[src/rtl/fifo_wr_arbiter.sv]
// Packet-granular round-robin arbiter sharing one FIFO write port between NUM_REQ requesters.
// An owner that stays idle for TIMEOUT unstalled cycles is forcibly released.
module fifo_wr_arbiter #(
   parameter int NUM_REQ    = 4,
   parameter int DATA_WIDTH = 18,
   parameter int TIMEOUT    = 255,
   parameter int CNT_WIDTH  = $clog2(TIMEOUT + 1)
) (
   input  logic                          i_Clk,
   input  logic                          i_Rst_n,
   input  logic [NUM_REQ-1:0]            i_Req,
   input  logic [NUM_REQ-1:0]            i_Last,
   input  logic [NUM_REQ*DATA_WIDTH-1:0] i_Data,
   output logic [NUM_REQ-1:0]            o_Ack,
   output logic [NUM_REQ-1:0]            o_Grant,
   input  logic                          i_Fifo_Full,
   output logic                          o_Fifo_Data_Valid,
   output logic [DATA_WIDTH-1:0]         o_Fifo_Data,
   output logic                          o_Busy,
   output logic                          o_Timeout
);

   localparam int OWN_W = $clog2(NUM_REQ);
   localparam logic [OWN_W-1:0]     OWN_MAX  = OWN_W'(NUM_REQ - 1);
   localparam logic [CNT_WIDTH-1:0] CNT_LAST = CNT_WIDTH'(TIMEOUT - 1);
   localparam logic [OWN_W:0]       REQ_NUM  = (OWN_W + 1)'(NUM_REQ);

   typedef enum logic {IDLE, LOCKED} state_t;

   state_t               state, state_nxt;
   logic [OWN_W-1:0]     ptr, ptr_nxt;
   logic [OWN_W-1:0]     owner, owner_nxt;
   logic [OWN_W-1:0]     owner_inc;
   logic [CNT_WIDTH-1:0] idle_cnt, idle_cnt_nxt;
   logic                 timeout_pulse, timeout_nxt;

   logic [DATA_WIDTH-1:0] words [NUM_REQ];
   logic [OWN_W-1:0]      pick;
   logic [OWN_W-1:0]      idx;
   logic [OWN_W:0]        sum;
   logic                  found;
   logic                  xfer;

   for (genvar k = 0; k < NUM_REQ; k++) begin : g_words
      assign words[k] = i_Data[k*DATA_WIDTH +: DATA_WIDTH];
   end

   // First requester at or after ptr, wrapping modulo NUM_REQ
   always_comb begin
      found = 1'b0;
      pick  = ptr;
      sum   = '0;
      idx   = '0;
      for (int i = 0; i < NUM_REQ; i++) begin
         sum = {1'b0, ptr} + (OWN_W + 1)'(i);
         if (sum >= REQ_NUM) sum = sum - REQ_NUM;
         idx = sum[OWN_W-1:0];
         if (!found && i_Req[idx]) begin
            found = 1'b1;
            pick  = idx;
         end
      end
   end

   assign owner_inc         = (owner == OWN_MAX) ? '0 : owner + OWN_W'(1);
   assign o_Busy            = (state == LOCKED);
   assign o_Grant           = o_Busy ? (NUM_REQ'(1) << owner) : '0;
   assign o_Fifo_Data_Valid = o_Busy & i_Req[owner] & ~i_Fifo_Full;
   assign o_Ack             = o_Fifo_Data_Valid ? o_Grant : '0;
   assign o_Fifo_Data       = o_Busy ? words[owner] : '0;
   assign o_Timeout         = timeout_pulse;
   assign xfer              = o_Fifo_Data_Valid;

   always_comb begin
      state_nxt    = state;
      ptr_nxt      = ptr;
      owner_nxt    = owner;
      idle_cnt_nxt = idle_cnt;
      timeout_nxt  = 1'b0;
      case (state)
         IDLE: begin
            if (found) begin
               owner_nxt    = pick;
               idle_cnt_nxt = '0;
               state_nxt    = LOCKED;
            end
         end
         LOCKED: begin
            if (xfer) begin
               idle_cnt_nxt = '0;
               if (i_Last[owner]) begin
                  state_nxt = IDLE;
                  ptr_nxt   = owner_inc;
               end
            end else if (!i_Fifo_Full) begin
               // Owner is idle and the FIFO is not the cause of the stall
               if (idle_cnt == CNT_LAST) begin
                  state_nxt    = IDLE;
                  ptr_nxt      = owner_inc;
                  idle_cnt_nxt = '0;
                  timeout_nxt  = 1'b1;
               end else begin
                  idle_cnt_nxt = idle_cnt + CNT_WIDTH'(1);
               end
            end
         end
         default: state_nxt = IDLE;
      endcase
   end

   always_ff @(posedge i_Clk or negedge i_Rst_n) begin
      if (!i_Rst_n) begin
         state         <= IDLE;
         ptr           <= '0;
         owner         <= '0;
         idle_cnt      <= '0;
         timeout_pulse <= 1'b0;
      end else begin
         state         <= state_nxt;
         ptr           <= ptr_nxt;
         owner         <= owner_nxt;
         idle_cnt      <= idle_cnt_nxt;
         timeout_pulse <= timeout_nxt;
      end
   end

endmodule

[config.mk]
export PLATFORM = sky130hd
export DESIGN_NAME = fifo_wr_arbiter
export DESIGN_NICKNAME = d
export VERILOG_FILES = /design/src/rtl/fifo_wr_arbiter.sv
export SDC_FILE = /design/constraint.sdc
export NUM_CORES = 1
export LEC_CHECK = 0
export ABC_CLOCK_PERIOD_IN_PS = 1900
export BUFFER_PORTS_ARGS = -buffer_cell sky130_fd_sc_hd__buf_2
export CORE_ASPECT_RATIO = 0.9
export CORE_UTILIZATION = 25
export CTS_CLUSTER_SIZE = 40
export DETAILED_ROUTE_END_ITERATION = 8
export SYNTH_ARGS = -nofsm -noshare
export SYNTH_HDL_FRONTEND = slang
export SYNTH_SLANG_ARGS = --single-unit
[constraint.sdc]
create_clock -name i_Clk -period 1.9 [get_ports i_Clk]
set_clock_uncertainty 0.2 [all_clocks]
set_input_delay 0.19 -clock i_Clk [delete_from_list [all_inputs] [get_ports i_Clk]]
set_output_delay 0.19 -clock i_Clk [all_outputs]
set_load 0.03 [all_outputs]
# --- Yosys cells after proc, flatten, opt, wreduce, memory -nomap -nowiden ---
# Index checks and enable logic that the tools add are counted.
totals:
  elab_cells: 96
  reg_bits: 14
  output_inout_bits: 29
classes:
  muxes: 50
  addsub: 9
  bitwise_logic: 5
  reduce_logical: 10
  shifts: 1
  n_lt_le_gt_ge: 10
  eq_ne: 6
op_table:
  columns: ["op", "count"]
  rows:
  - ["2-to-1 mux 18 bit", 3]
  - ["binary-select mux 18 bit (select 2 bit)", 1]
  - ["2-to-1 mux 8 bit", 4]
  - ["2-to-1 mux 2 bit", 13]
  - ["2-to-1 mux 1 bit", 19]
  - ["case mux 8 bit (2 select lines)", 1]
  - ["less-than comparator 2 x 3 -> 1 bit (second input constant)", 5]
  - ["binary-select mux 1 bit (select 2 bit)", 6]
  - ["greater-or-equal comparator 3 bit (second input constant)", 4]
  - ["adder 8 x 1 -> 8 bit (second input constant)", 1]
  - ["== test 8 bit (second input constant)", 1]
  - ["2-to-1 mux 4 bit", 2]
  - ["subtractor 2 x 1 -> 2 bit (second input constant)", 4]
  - ["adder 2 x 2 -> 3 bit (second input constant)", 2]
  - ["!= test 2 x 1 -> 1 bit (second input constant)", 2]
  - ["AND reduction 2 bit", 2]
  - ["AND reduction 4 bit", 1]
  - ["<< shifter 1 x 2 -> 4 bit (first input constant)", 1]
  - ["adder 2 x 1 -> 3 bit (second input constant)", 1]
  - ["greater-or-equal comparator 2 x 3 -> 1 bit (second input constant)", 1]
  - ["logical AND 1 bit", 3]
  - ["logical NOT 1 bit", 3]
  - ["!= test 3 bit (second input constant)", 1]
  - ["inverter 2 -> 3 bit", 1]
  - ["7 further kinds", 9]

# --- Longest topological paths before layout ---
depth:
  word_depth: 16
  mapped_depth: 6
  mapped_depth_nobuf: 6

# --- Least setup slack after synthesis ---
# Ideal clock, no wire load.
synth_path:
  path_kind: "register to register"
  from: "reg owner[0]"
  to: "reg state (netlist: o_Busy)"
  slack_ns: -0.102
  period_less_slack_ns: 2.002
  stages_incl_launch_ff: 5
  required_time_ns: 1.567
  arrival_time_ns: 1.668
  cell_sequence: "dfrtp_1 > mux4_2 > and2_1 > o311ai_1 > o21ai_1"
synth_between:
  elab_chain_cells: 6
  word_cells_on_any_way: 9
  cone_classes: "mux (7); bitwise (2)"
synth_rtl:
  columns: ["item", "line_no", "source"]
  rows:
  - ["start, declared", "32", "logic [OWN_W-1:0] owner, owner_nxt;"]
  - ["start signal, assigned", "121", "owner <= owner_nxt;"]
  - ["binary-select mux 1 bit (select 2 bit)", "68", "assign o_Fifo_Data_Valid = o_Busy & i_Req[owner] & ~i_Fifo_Full;"]
  - ["2-to-1 mux 1 bit (not written as such)", "68", null]
  - ["AND 1 bit (2 in a row)", "68", null]
  - ["named net o_Fifo_Data_Valid", "17", "output logic o_Fifo_Data_Valid,"]
  - ["2-to-1 mux 1 bit", "89", "if (xfer) begin"]
  - ["case mux 1 bit (2 select lines)", "80", "case (state)"]
  - ["named net state_nxt", "30", "state_t state, state_nxt;"]
  - ["end signal, assigned", "119", "state <= state_nxt;"]
  - ["end, declared", "30", null]
# The timed path passes the listed nets, and every way through them passes these cells. The select of a mux whose other input is x is not followed.
# A chain may end at the register's enable or synchronous reset.

# --- Final worst setup path ---
layout_path:
  from: "reg owner[0]"
  to: "reg ptr[1]"
layout_between:
  elab_chain_cells: 6
  word_cells_on_any_way: 17
  cone_classes: "add/sub (1); eq/ne (3); mux (9); bitwise (2); reduce/logical (2)"
layout_rtl:
  columns: ["item", "line_no", "source"]
  rows:
  - ["binary-select mux 1 bit (select 2 bit)", "68", null]
  - ["2-to-1 mux 1 bit (not written as such)", "68", null]
  - ["AND 1 bit (2 in a row)", "68", null]
  - ["!= test 2 x 1 -> 1 bit (no line) or nonzero test 2 bit (tied branches)", null, null]
  - ["AND reduction 4 bit (no line)", null, null]
  - ["end signal, assigned", "120", "ptr <= ptr_nxt;"]
  - ["end, declared", "31", "logic [OWN_W-1:0] ptr, ptr_nxt;"]
# Parallel ways exist; a longest one is shown, timed or not. The select of a mux whose other input is x is not followed.

==> results.md <==
- Status: finished, violations left
- Failing checks: DRC, setup timing
- Leak Pwr: ~1.3 nW
- Initial DRC Count: between 100 and 150
- Crit-path max FO: 4
- I/O Pins: roughly 110
- Commonest non-fill, non-tap cell in the layout: buf_2
- Via count: about 1800
- Drc violations: 24
- Port buffer count: approximately 110
- Filler instances: 554
- Unique masters post-synth: 36
- Routed WL: ~5500 um
- Total negative slack: -5.85 ns
- Rel. slew slack: 0.697
- Final Hold Viols: 0
- Post-synth EDFFs: 0
- Clock buffer count from CTS: 3
- Final GP Congestion: a little over 0.8
- Diodes inserted: 0
- Max Slew Vio Count: 0
- Critical Path Start Type: flop
- Initial core utilization: 0.264
- PnR Total Power: 4.27 mW
- Cell Pwr Density: about 1500 mW/mm^2
- Initial DRT Pass Iterations: 6
- GR met3 Demand/Resource: 0.0163
- Crit path capture: ptr[1]$_DFFE_PN0P_
- Die Area: between 0.006 and 0.007 sq mm
- Area used by multi-input combinational logic: between 0.001 and 0.0015 sq mm
- Ys Warns: 0
- Fin crit period: ~2.2 ns
- Gate Count Post-Synth: about 150
- Number of global-route vias before repair: between 1500 and 2000
- Post-route ant nets: 0
- Net total in the final layout: approximately 370
- Hold Crit Class: input port to flop
- Fmax: 465 MHz
- RSZ-0062 raised after global routing: yes
- CTS tree: built
- Global-route track usage on met2: 0.318
- Crit Reg-Reg Endpoint: ptr[1]$_DFFE_PN0P_
- Tot GR Track Use: 0.166
- Final Util: 0.483
- Fin worst setup slack: -0.252 ns
- Register bit total from synthesis: 14
- CTS H-tree depth: 1
- First-pass GRT wire length: between 8000 and 9000 um
- Vias/cell: 5.04
- CP Launch Point: owner[0]$_DFFE_PN0P_
- VDD IR-drop max: 0.462 mV
- Async set or reset register ratio after synthesis: 1.00
- Final setup viols: 35
- Period utilisation layout: 1.13
- Initial antenna violation count: 0
- Tightest Pin Transition: 0.454 ns
- Die width: approximately 84 um
- Crit path arrival time: between 2 and 2.5 ns
- Pre-CTS setup slack: -0.122 ns
- Register Area: ~350 sq um
- Final Non-Filler Cells: about 350
- Core ar.: approximately 0.0058 sq mm
- R2R setup slack: -0.25 ns
- Share of cells above drive strength 1: 0.724
- Clock Latency Late Sink: 0.24 ns
- Crit path kind: flop to flop
- Syn avg cell area: between 10 and 15 sq um
- Max-Cap Viols: 0
- Mapped cell area: about 0.0015 sq mm
- Most frequent cells in the layout: 85 x buf_2, 28 x buf_6, 21 x and2_4, 21 x buf_4, 20 x mux4_2
- Sequential fraction of the synthesis area: 0.231
- Clock tree sinks: 14
- Area Growth Syn to Fin: 82.9%
- Grt ovf: 0
- Wire per inst: 15.6 um
- Largest net degree at the start of global routing: 28
- R2R depth: 5
- Synth Net Count: approximately 240
- GRT Max-Usage Layer: met2
- Clock slew at reported path FFs: 0.06 ns
- CTS Buffer Depth: 2
- HPWL Detailed: between 4000 and 5000 um
- Ys flop type: dfrtp_1
- Die Ht: ~76 um
- Placed Cells: 343
- Site Rows: 26
- R2R Path Start: owner[0]$_DFFE_PN0P_
- Crit path required time: 1.83 ns
- Clk Tree Root Cell: clkbuf_8
- Crit end category: flop
- Met1 Resource Use GR: 0.200
==> metal layers <==
| layer | vias to the layer above | share of wire |
|---|---|---|
| met1 | 865 | 0.40 |
| met4 | 0 | 0.0076 |
| met2 | 72 | 0.54 |
| li1 | 837 | - |
| met5 | - | 0 |
| met3 | 4 | 0.057 |
==> per-stage QoR <==
step | area, sq um | hold slack (ns)
floorplan | 1520 | -0.306
global placement | 2310 | -0.0919
detailed placement | 2310 | -0.0882
CTS | 2670 | 0.0691
global route | 2780 | 0.101
finish | 2780 | 0.0980
==> flip-flops by register name (all words and copies together) (netlist names) <==
name and count:
idle_cnt 8, o_Timeout 1, owner 2, o_Busy 1, ptr 2
==> cell families after synthesis <==
kind of cell / after synthesis / synth area share
xor+xnor: 1 / 0.00577
mux: 25 / 0.332
compound gates: 18 / 0.0725
fa+ha+maj: 6 / 0.0494
buf+inv: 14 / 0.0371
simple gates: 71 / 0.273
flops: 14 / 0.231
==> worst min path at each step <==
stage	startpoint	end	slack, ns	cells past startpoint
after floorplan	i_Rst_n	idle_cnt[0]$_DFFE_PN0P_	-0.31	0
after global placement	i_Rst_n	o_Timeout$_DFF_PN0_	-0.09	1
after detailed placement	i_Rst_n	o_Timeout$_DFF_PN0_	-0.09	1
after CTS	i_Fifo_Full	o_Busy$_DFF_PN0_	0.07	3
after global routing	i_Fifo_Full	o_Busy$_DFF_PN0_	0.10	3
final	i_Fifo_Full	o_Busy$_DFF_PN0_	0.1	3
==> worst max-delay path: stages, from the launching register on <==
cell,delay [ns]
dfrtp_1,0.41
mux4_2,0.60
buf_6,0.16
nor3b_4,0.24
o21ai_4,0.10
mux2_4,0.32
==> Yosys cell counts, drive strengths merged, types with 5 or more instances <==
cell | count | area, sq um
o21ai | 9 | 48.8
nand2 | 10 | 37.5
ha | 6 | 75.1
dfrtp | 14 | 350
nand3 | 6 | 30.0
nor2 | 5 | 18.8
nand4 | 5 | 31.3
mux4 | 20 | 450
and2 | 25 | 156
inv | 6 | 22.5
==> final cells by class <==
type / count / area share
Inverter: 6 / 0.00900
Multi-Input combinational cell: 121 / 0.461
Timing Repair Buffer: 139 / 0.357
Tap cell: 70 / 0.0315
Sequential cell: 14 / 0.127
Clock buffer: 3 / 0.0149
==> report_power, final <==
part           leakage [nW]  internal, mW  switching (mW)
sequential            0.181         0.373          0.0970
clock                0.0216         0.140           0.107
combinational          1.12          1.91            1.65
total                  1.32          2.42            1.85
==> timing repair <==
item	in CTS	in global routing
hold buffers	1	0
resized for setup	82	20
hold endpoints to repair	14	0
endpoints found under the setup margin	38	39
setup buffers	5	0
cloned	0	1
pin swaps	11	2
Note: power is estimated with default switching activity, not from simulation.
